--- config.mk ---
export PLATFORM = sky130hd
export DESIGN_NAME = mv_sched
export DESIGN_NICKNAME = d
export VERILOG_FILES = /design/src/rtl/mv_sched.sv
export SDC_FILE = /design/constraint.sdc
export NUM_CORES = 1
export LEC_CHECK = 0
export CAP_MARGIN = 20
export CORE_MARGIN = 2
export CORE_UTILIZATION = 40
export CTS_CLUSTER_DIAMETER = 200
export DETAILED_ROUTE_END_ITERATION = 10
export SETUP_SLACK_MARGIN = 0.05
export SYNTH_ARGS = -nofsm -noshare
export SYNTH_HDL_FRONTEND = slang
export SYNTH_SLANG_ARGS = --single-unit
--- constraint.sdc ---
create_clock -name clk -period 16.8 [get_ports clk]
set_input_delay 5.04 -clock clk [delete_from_list [all_inputs] [get_ports clk]]
set_output_delay 5.04 -clock clk [all_outputs]
set_load 0.05 [all_outputs]
--- src/rtl/mv_sched.sv ---
// Sequential matrix-vector scheduler: y = ReLU_sat(W*x + b), one weight/input
// pair per cycle, one output row written per N+2 cycles.
module mv_sched #(
  parameter int N = 16,
  parameter int W = 16
) (
  input  logic                      clk,
  input  logic                      rst,
  input  logic                      start,
  output logic                      busy,
  output logic                      done,
  output logic [2*$clog2(N)-1:0]    w_addr,
  input  logic [W-1:0]              w_data,
  output logic [$clog2(N)-1:0]      x_addr,
  input  logic [W-1:0]              x_data,
  output logic [$clog2(N)-1:0]      b_addr,
  input  logic [W-1:0]              b_data,
  output logic                      y_we,
  output logic [$clog2(N)-1:0]      y_addr,
  output logic [W-1:0]              y_data
);

  localparam int CW = $clog2(N);
  localparam int AW = 2*W + CW + 1;

  typedef enum logic [2:0] {IDLE, RUN, DRAIN, WB, DONE} state_e;

  state_e          state_q, state_d;
  logic [CW-1:0]   row_q, row_d;
  logic [CW-1:0]   col_q, col_d;
  logic [AW-1:0]   acc_q, acc_d;
  logic            vld_q, vld_d;

  logic [2*W-1:0]  w_ext, x_ext, prod;
  logic [AW-1:0]   prod_ext;
  logic [AW:0]     sum;
  logic [W-1:0]    relu;

  // Operands are sign-extended to 2W so the low 2W bits hold the exact signed product.
  always_comb begin
    w_ext    = {{W{w_data[W-1]}}, w_data};
    x_ext    = {{W{x_data[W-1]}}, x_data};
    prod     = w_ext * x_ext;
    prod_ext = {{(AW-2*W){prod[2*W-1]}}, prod};
    sum      = {acc_q[AW-1], acc_q} + {{(AW+1-W){b_data[W-1]}}, b_data};
    if (sum[AW] || (sum == '0))
      relu = '0;
    else if (|sum[AW-1:W-1])
      relu = {1'b0, {(W-1){1'b1}}};
    else
      relu = sum[W-1:0];
  end

  always_ff @(posedge clk) begin
    if (rst) begin
      state_q <= IDLE;
      row_q   <= '0;
      col_q   <= '0;
      acc_q   <= '0;
      vld_q   <= 1'b0;
    end else begin
      state_q <= state_d;
      row_q   <= row_d;
      col_q   <= col_d;
      acc_q   <= acc_d;
      vld_q   <= vld_d;
    end
  end

  always_comb begin
    state_d = state_q;
    row_d   = row_q;
    col_d   = col_q;
    acc_d   = vld_q ? (acc_q + prod_ext) : acc_q;
    vld_d   = (state_q == RUN);
    case (state_q)
      IDLE: begin
        if (start) begin
          state_d = RUN;
          row_d   = '0;
          col_d   = '0;
          acc_d   = '0;
        end
      end
      RUN: begin
        col_d = col_q + 1'b1;
        if (col_q == '1)
          state_d = DRAIN;
      end
      DRAIN: state_d = WB;
      WB: begin
        if (row_q == '1) begin
          state_d = DONE;
        end else begin
          state_d = RUN;
          row_d   = row_q + 1'b1;
          col_d   = '0;
          acc_d   = '0;
        end
      end
      DONE:    state_d = IDLE;
      default: state_d = IDLE;
    endcase
  end

  // N is a power of two, so {row,col} is row*N+col.
  always_comb begin
    busy   = (state_q == RUN) || (state_q == DRAIN) || (state_q == WB);
    done   = (state_q == DONE);
    w_addr = (state_q == RUN) ? {row_q, col_q} : '0;
    x_addr = (state_q == RUN) ? col_q : '0;
    b_addr = row_q;
    y_addr = row_q;
    y_we   = (state_q == WB);
    y_data = (state_q == WB) ? relu : '0;
  end

endmodule

==> impl_metrics.env, run 1 <==
export IMPL_critical_path_max_stage_delay_ps=950
export IMPL_drt_iter0_markers=572
export IMPL_floorplan_core_area_um2=39500
export IMPL_boundaryPins=90
export IMPL_dominantRegCellSynth="sky130_fd_sc_hd__dfxtp_1"
export IMPL_cts_sinks=49
export IMPL_share_of_layout_cells_above_drive_strength_1_pct=2.56
export IMPL_yosys_cell_types_count=81
export IMPL_final_critical_path_setup_slack_ps=1240
export IMPL_critical_path_class="in2out"
export IMPL_antenna_left=0
export IMPL_viasPerCell=5.20
export IMPL_die_area_um2=41400
export IMPL_ys_warnings_count=0
export IMPL_worst_hold_path_type="reg2reg"
export IMPL_clkTransAtPathRegs_ps=70
export IMPL_clock_root_buffer="sky130_fd_sc_hd__clkbuf_16"
export IMPL_number_of_levels_in_the_clock_h_tree=2
export IMPL_drc=0
export IMPL_report_final_hold_viol_count=0
export IMPL_synthArstFlopShare_pct=0
export IMPL_maxCapViolCount=0
export IMPL_placement_rows=73
export IMPL_min_period_ps=15560
export IMPL_globalplace_congestion=0.862
export IMPL_synth_edf_count=0
export IMPL_dr_pass1_iters=5
export IMPL_reg2reg_setup_slack_ps=13020
export IMPL_syn_area_um2=15900
export IMPL_worst_slew_pin_transition_ps=1060
export IMPL_finalCritPeriodShare_pct=92.6
export IMPL_cp_required_ps=11760
export IMPL_num_vias=12684
export IMPL_n_fill_cell=3956
export IMPL_preCtsSetupSlack_ps=1260
export IMPL_finalSetupViolations=0
export IMPL_setup_total_negative_slack_ps=0
export IMPL_number_of_global_route_vias_before_repair=12958
export IMPL_mappedNetlistNets=2361
export IMPL_finalClockSkew_ps=5.68
export IMPL_grt_pass1_wl_um=63600
export IMPL_worst_slew_margin_rel_pct=28.9
export IMPL_port_buffers=88
export IMPL_multi_input_area_um2=13400
export IMPL_worstPathMaxFanout=16
export IMPL_cp_data_arrival_time_ps=10520
export IMPL_antenna_found_initial=0
export IMPL_cts_hold_buffers_added=0
export IMPL_grt_remaining_overflow=0
export IMPL_worstSetupEndpointType="output port"
export IMPL_seq_area_um2=981
export IMPL_cp_cell_sequence="clkdlybuf4s50_1 -> ha_1 -> nand4_1 -> nor2_1 -> nand4_1 -> a21boi_1 -> o2111ai_1 -> o2bb2ai_1 -> o41ai_1 -> mux2i_1 -> nand4_2 -> nor4_4 -> o22ai_1 -> clkdlybuf4s50_1"
export IMPL_initial_core_util_pct=40.3
export IMPL_numPlacedInstances=2431
export IMPL_maximum_clock_path_buffer_count=2
export IMPL_die_x_um=204
export IMPL_outcome="complete, no violations"
export IMPL_post_dr_wirelength_cell_um=15.4
export IMPL_detailed_route_wire_length_um=37600
export IMPL_crit_path_start_kind="input port"
export IMPL_tritoncts="built"
export IMPL_layout_nets=2387
export IMPL_die_h_um=204
export IMPL_cts_buffers=5
export IMPL_insertion_delay_ps=290
export IMPL_hpwl_um=32000
export IMPL_synth_to_layout_area_growth_pct=8.71
export IMPL_rsz_0062_raised_after_global_routing="no"
export IMPL_sequential_share_of_the_synthesized_area_pct=6.16
export IMPL_number_of_synthesized_register_bits=49
export IMPL_post_cts_setup_buffers=0
export IMPL_ctsResizeCount=0
export IMPL_antennaDiodeCount=0
export IMPL_pin_count_of_the_biggest_net_entering_global_routing=40
export IMPL_fmaxAchievable_ghz=0.0643
export IMPL_grt_util_all_layers_pct=18.6
export IMPL_timing_final_max_slew_violations=0
export IMPL_final_cell_count_no_fill=2439
export IMPL_synthesis_instances=1887
export IMPL_crit_path_top_delay_cell="sky130_fd_sc_hd__nor4_4"
export IMPL_synth_area_per_cell_um2=8.44
export IMPL_final_hold_worst_slack_ps=503
==> cell usage in the layout, fill, tap and decap left out, types with 31 or more instances in the layout <==
master                            instances
sky130_fd_sc_hd__and2_1                 133
sky130_fd_sc_hd__ha_1                   159
sky130_fd_sc_hd__o21ai_0                 50
sky130_fd_sc_hd__dfxtp_1                 49
sky130_fd_sc_hd__xnor2_1                 58
sky130_fd_sc_hd__inv_1                  313
sky130_fd_sc_hd__a21oi_1                103
sky130_fd_sc_hd__fa_1                   264
sky130_fd_sc_hd__clkdlybuf4s50_1         88
sky130_fd_sc_hd__xor2_1                  35
sky130_fd_sc_hd__nand2_1                181
sky130_fd_sc_hd__nor2_1                 119
sky130_fd_sc_hd__a21o_1                  31
==> per-stage QoR <==
stage / utilization (%) / area [um^2]
after floorplan: - / 15900
after global placement: 43.3 / 17100
after detailed placement: 43.3 / 17100
after CTS: 43.8 / 17300
after global routing: 43.8 / 17300
final: 43.8 / 17300
==> cells by family (layout without fill, tap and decap cells) <==
family                     after synthesis  in the layout  share of synthesized area [%]
AOI/OAI and AO/OA                      334            334                           13.9
xor gates and xnor gates                93             93                           5.11
adders and majority gates              423            423                           45.7
buffers and inverters                  386            413                           9.61
DFF                                     49             49                           6.16
muxes                                   23             23                           1.45
other                                    1              1                         0.0235
and+or+nand+nor                        578            578                           18.1
==> sequential cells by signal, summed over array words and instances, names as in the netlist <==
name,flops
b_addr,4
col_q,4
acc_q,37
vld_q,1
state_q,3
==> synthesized netlist by cell type, types with 4 or more instances <==
cell type | count | area share, %
sky130_fd_sc_hd__a21boi_0 | 5 | 0.24
sky130_fd_sc_hd__o31ai_1 | 4 | 0.19
sky130_fd_sc_hd__o21a_1 | 13 | 0.61
sky130_fd_sc_hd__nand4_1 | 15 | 0.59
sky130_fd_sc_hd__a211oi_1 | 17 | 0.80
sky130_fd_sc_hd__a21oi_1 | 103 | 3.2
sky130_fd_sc_hd__nor2_1 | 119 | 2.8
sky130_fd_sc_hd__buf_6 | 5 | 0.35
sky130_fd_sc_hd__a31o_2 | 6 | 0.33
sky130_fd_sc_hd__nor3_1 | 23 | 0.72
sky130_fd_sc_hd__and4_1 | 4 | 0.22
sky130_fd_sc_hd__nand2_1 | 181 | 4.3
sky130_fd_sc_hd__o21ai_0 | 50 | 1.6
sky130_fd_sc_hd__xor2_1 | 35 | 1.9
sky130_fd_sc_hd__dfxtp_1 | 49 | 6.2
sky130_fd_sc_hd__o21bai_1 | 12 | 0.57
sky130_fd_sc_hd__a21o_1 | 31 | 1.5
sky130_fd_sc_hd__or3_1 | 5 | 0.20
sky130_fd_sc_hd__a211o_1 | 6 | 0.33
sky130_fd_sc_hd__and2_1 | 133 | 5.2
sky130_fd_sc_hd__clkbuf_1 | 53 | 1.2
sky130_fd_sc_hd__nor2b_1 | 14 | 0.55
sky130_fd_sc_hd__xnor2_1 | 58 | 3.2
sky130_fd_sc_hd__a31oi_1 | 11 | 0.43
sky130_fd_sc_hd__nand3_1 | 23 | 0.72
sky130_fd_sc_hd__inv_1 | 313 | 7.4
sky130_fd_sc_hd__a21oi_2 | 9 | 0.49
sky130_fd_sc_hd__fa_1 | 264 | 33
sky130_fd_sc_hd__or2_2 | 6 | 0.24
sky130_fd_sc_hd__buf_4 | 11 | 0.52
sky130_fd_sc_hd__ha_1 | 159 | 12
sky130_fd_sc_hd__nand2b_1 | 18 | 0.71
sky130_fd_sc_hd__o211ai_1 | 7 | 0.33
sky130_fd_sc_hd__o21ai_1 | 4 | 0.13
sky130_fd_sc_hd__and3_1 | 16 | 0.63
sky130_fd_sc_hd__o22ai_1 | 8 | 0.31
sky130_fd_sc_hd__mux2i_1 | 23 | 1.4
==> area by class of cell <==
| cell class | count | area share, % |
|---|---|---|
| tap | 525 | 3.79 |
| multi-input combinational | 1452 | 77.5 |
| clock buffer | 6 | 0.802 |
| sequential | 49 | 5.66 |
| clock inverter | 2 | 0.217 |
| timing repair buffer | 92 | 5.26 |
| inverter | 313 | 6.78 |
==> layer usage <==
| metal | GRT usage, % | vias to the layer above | share of wire, % |
|---|---|---|---|
| met2 | 35.1 | 172 | 54 |
| met4 | 2.29 | 0 | 0.71 |
| li1 | - | 6158 | - |
| met5 | 0 | - | 0 |
| met3 | 1.15 | 18 | 2.3 |
| met1 | 23.9 | 6336 | 43 |
==> worst max-delay path, delay by kind of cell <==
family / cells / cell delay (ps)
AND/OR/NAND/NOR: 5 / 1640
buffers and inverters: 2 / 1550
AO/OA/AOI/OAI: 5 / 1300
adder cells (fa/ha/maj): 1 / 670
multiplexers: 1 / 310
==> final timing paths <==
| kind | depth (start not counted) | startpoint | end |
|---|---|---|---|
| setup reg to reg | 12 | acc_q[11]$_SDFF_PP0_ | acc_q[36]$_SDFF_PP0_ |
| hold / removal | 2 | acc_q[21]$_SDFF_PP0_ | acc_q[21]$_SDFF_PP0_ |
| hold reg to reg | 2 | acc_q[21]$_SDFF_PP0_ | acc_q[21]$_SDFF_PP0_ |
| setup / recovery | 14 | b_data[15] | y_data[2] |
Power of run 1 is not shown: default switching activity piles up to over one toggle a cycle in this logic, so the estimate is an artifact.
==> run 2, diff against run 1 <==
--- a/config.mk
+++ b/config.mk
@@ -7,9 +7,10 @@
 export LEC_CHECK = 0
 export CAP_MARGIN = 20
 export CORE_MARGIN = 2
-export CORE_UTILIZATION = 40
+export CORE_UTILIZATION = 65
 export CTS_CLUSTER_DIAMETER = 200
 export DETAILED_ROUTE_END_ITERATION = 10
+export PLACE_DENSITY = 0.86
 export SETUP_SLACK_MARGIN = 0.05
 export SYNTH_ARGS = -nofsm -noshare
 export SYNTH_HDL_FRONTEND = slang
==> run 2 against run 1 <==
  * Clock skew increased by 1.8 ps
  * Wire length decreased by 0.79%
  * Register-to-register slack improved by 70 ps
  * Worst setup slack got worse by 25 ps
  * Final cell count decreased by 8.4%
  * Maximum frequency decreased by 0.16%
  * Sequential cell count unchanged
  * Critical path depth unchanged
  * Highest routed layer unchanged
==> impl_metrics.env, run 2 (synthesis gave the netlist of run 1 again) <==
export IMPL_die_h_um=161
export IMPL_boundaryPins=90
export IMPL_outcome="complete, no violations"
export IMPL_drt_iter0_markers=840
export IMPL_cp_required_ps=11760
export IMPL_cts_sinks=49
export IMPL_ctsResizeCount=0
export IMPL_wirelength_met1_um=14400
export IMPL_maxCapViolCount=0
export IMPL_antennaDiodeCount=0
export IMPL_topRoutingLayerUsed="met4"
export IMPL_dr_pass1_iters=8
export IMPL_met2_routed_wl_um=19600
export IMPL_die_area_um2=25800
export IMPL_finalClockSkew_ps=7.52
export IMPL_clock_root_buffer="sky130_fd_sc_hd__clkbuf_16"
export IMPL_min_period_ps=15590
export IMPL_tritoncts="built"
export IMPL_cts_buffers=5
export IMPL_rsz_0062_raised_after_global_routing="no"
export IMPL_report_final_hold_viol_count=0
export IMPL_clkTransAtPathRegs_ps=70
export IMPL_synth_to_layout_area_growth_pct=6.83
export IMPL_grt_util_all_layers_pct=29.9
export IMPL_insertion_delay_ps=300
export IMPL_die_x_um=161
export IMPL_setup_total_negative_slack_ps=0
export IMPL_dr_wl_met3_um=2060
export IMPL_fmaxAchievable_ghz=0.0642
export IMPL_worst_slew_pin_transition_ps=1020
export IMPL_num_vias=13318
export IMPL_grt_pass1_wl_um=63700
export IMPL_worstSetupEndpointType="output port"
export IMPL_layout_nets=2384
export IMPL_top_register="acc_q"
export IMPL_detailed_route_wire_length_um=37300
export IMPL_crit_path_start_kind="input port"
export IMPL_initial_core_util_pct=65.9
export IMPL_port_buffers=88
export IMPL_final_common_cell="sky130_fd_sc_hd__inv_1"
export IMPL_share_of_layout_cells_above_drive_strength_1_pct=2.41
export IMPL_globalplace_congestion=0.883
export IMPL_floorplan_core_area_um2=24200
export IMPL_numPlacedInstances=2227
export IMPL_timing_final_max_slew_violations=0
export IMPL_pin_count_of_the_biggest_net_entering_global_routing=40
export IMPL_post_cts_setup_buffers=0
export IMPL_finalSetupViolations=0
export IMPL_number_of_levels_in_the_clock_h_tree=2
export IMPL_antenna_found_initial=0
export IMPL_worstPathMaxFanout=22
export IMPL_critical_path_class="in2out"
export IMPL_post_dr_wirelength_cell_um=16.7
export IMPL_antenna_left=0
export IMPL_worst_hold_path_type="reg2reg"
export IMPL_finalCritPeriodShare_pct=92.8
export IMPL_hpwl_um=31100
export IMPL_grt_remaining_overflow=0
export IMPL_placement_rows=57
export IMPL_number_of_global_route_vias_before_repair=13770
export IMPL_cp_data_arrival_time_ps=10550
export IMPL_cts_hold_buffers_added=0
export IMPL_viasPerCell=5.96
export IMPL_drc=0
export IMPL_most_common_layout_cells="sky130_fd_sc_hd__inv_1 (313), sky130_fd_sc_hd__fa_1 (264), sky130_fd_sc_hd__nand2_1 (181), sky130_fd_sc_hd__ha_1 (159), sky130_fd_sc_hd__and2_1 (133)"
export IMPL_final_cell_count_no_fill=2235
export IMPL_largest_register_ff_count=37
export IMPL_maximum_clock_path_buffer_count=2
export IMPL_worst_slew_margin_rel_pct=31.6
-- run 2: changes by cell type in the layout (fill, tap and decap cells not counted) --
cell | before | now
sky130_fd_sc_hd__bufinv_16 | 1 | 0
sky130_fd_sc_hd__clkbuf_8 | 1 | 0
sky130_fd_sc_hd__clkinvlp_4 | 1 | 2
sky130_fd_sc_hd__buf_4 | 4 | 1
sky130_fd_sc_hd__inv_8 | 0 | 1
-- run 2: cell type report --
type                       instances  area (um^2)
clock buffer                       5          125
sequential                        49          981
tap                              324          405
multi-input combinational       1452        13400
timing repair buffer              89          888
clock inverter                     3         26.3
inverter                         313         1170
fill                            1839         7160
-- run 2: final timing paths --
kind                                            from              endpoint  slack [ps]  cells after the start
worst max register to register   acc_q[0]$_SDFF_PP0_  acc_q[36]$_SDFF_PP0_       13090                     14
worst max-delay path                      b_data[15]             y_data[1]        1210                     14
worst min-delay path            acc_q[21]$_SDFF_PP0_  acc_q[21]$_SDFF_PP0_         510                      2
worst min register to register  acc_q[21]$_SDFF_PP0_  acc_q[21]$_SDFF_PP0_         510                      2
-- run 2: stage by stage --
| step | hold WS [ps] | util, % | worst slack [ps] | instance area, um^2 |
|---|---|---|---|---|
| 5_1_grt | 539 | 70.4 | 799 | 17000 |
| 3_5_place_dp | 503 | 69.8 | 1210 | 16900 |
| 4_1_cts | 512 | 70.4 | 1200 | 17000 |
| 2_1_floorplan | 453 | - | 3530 | 15900 |
| 3_3_place_gp | 487 | 69.8 | 1360 | 16900 |
| 6_report | 510 | 70.4 | 1210 | 17000 |
-- run 2: worst max-delay path, stage by stage --
cell and delay (ps):
sky130_fd_sc_hd__clkdlybuf4s50_1 910, sky130_fd_sc_hd__ha_1 720, sky130_fd_sc_hd__nand4_1 170, sky130_fd_sc_hd__nor2_1 190
sky130_fd_sc_hd__nand4_1 180, sky130_fd_sc_hd__a21boi_1 240, sky130_fd_sc_hd__o2111ai_1 160, sky130_fd_sc_hd__o2bb2ai_1 230
sky130_fd_sc_hd__o41ai_1 450, sky130_fd_sc_hd__mux2i_1 280, sky130_fd_sc_hd__nand4_2 130, sky130_fd_sc_hd__nor4_4 920
sky130_fd_sc_hd__o22ai_1 170, sky130_fd_sc_hd__clkdlybuf4s50_1 740
-- run 2: layer usage --
metal / global-route usage [%] / up-vias
li1: - / 6150
met1: 36.5 / 6608
met2: 55.2 / 454
met3: 3.23 / 106
met4: 9.91 / 0
met5: 0 / -
Power of run 2 is left out for the same reason.
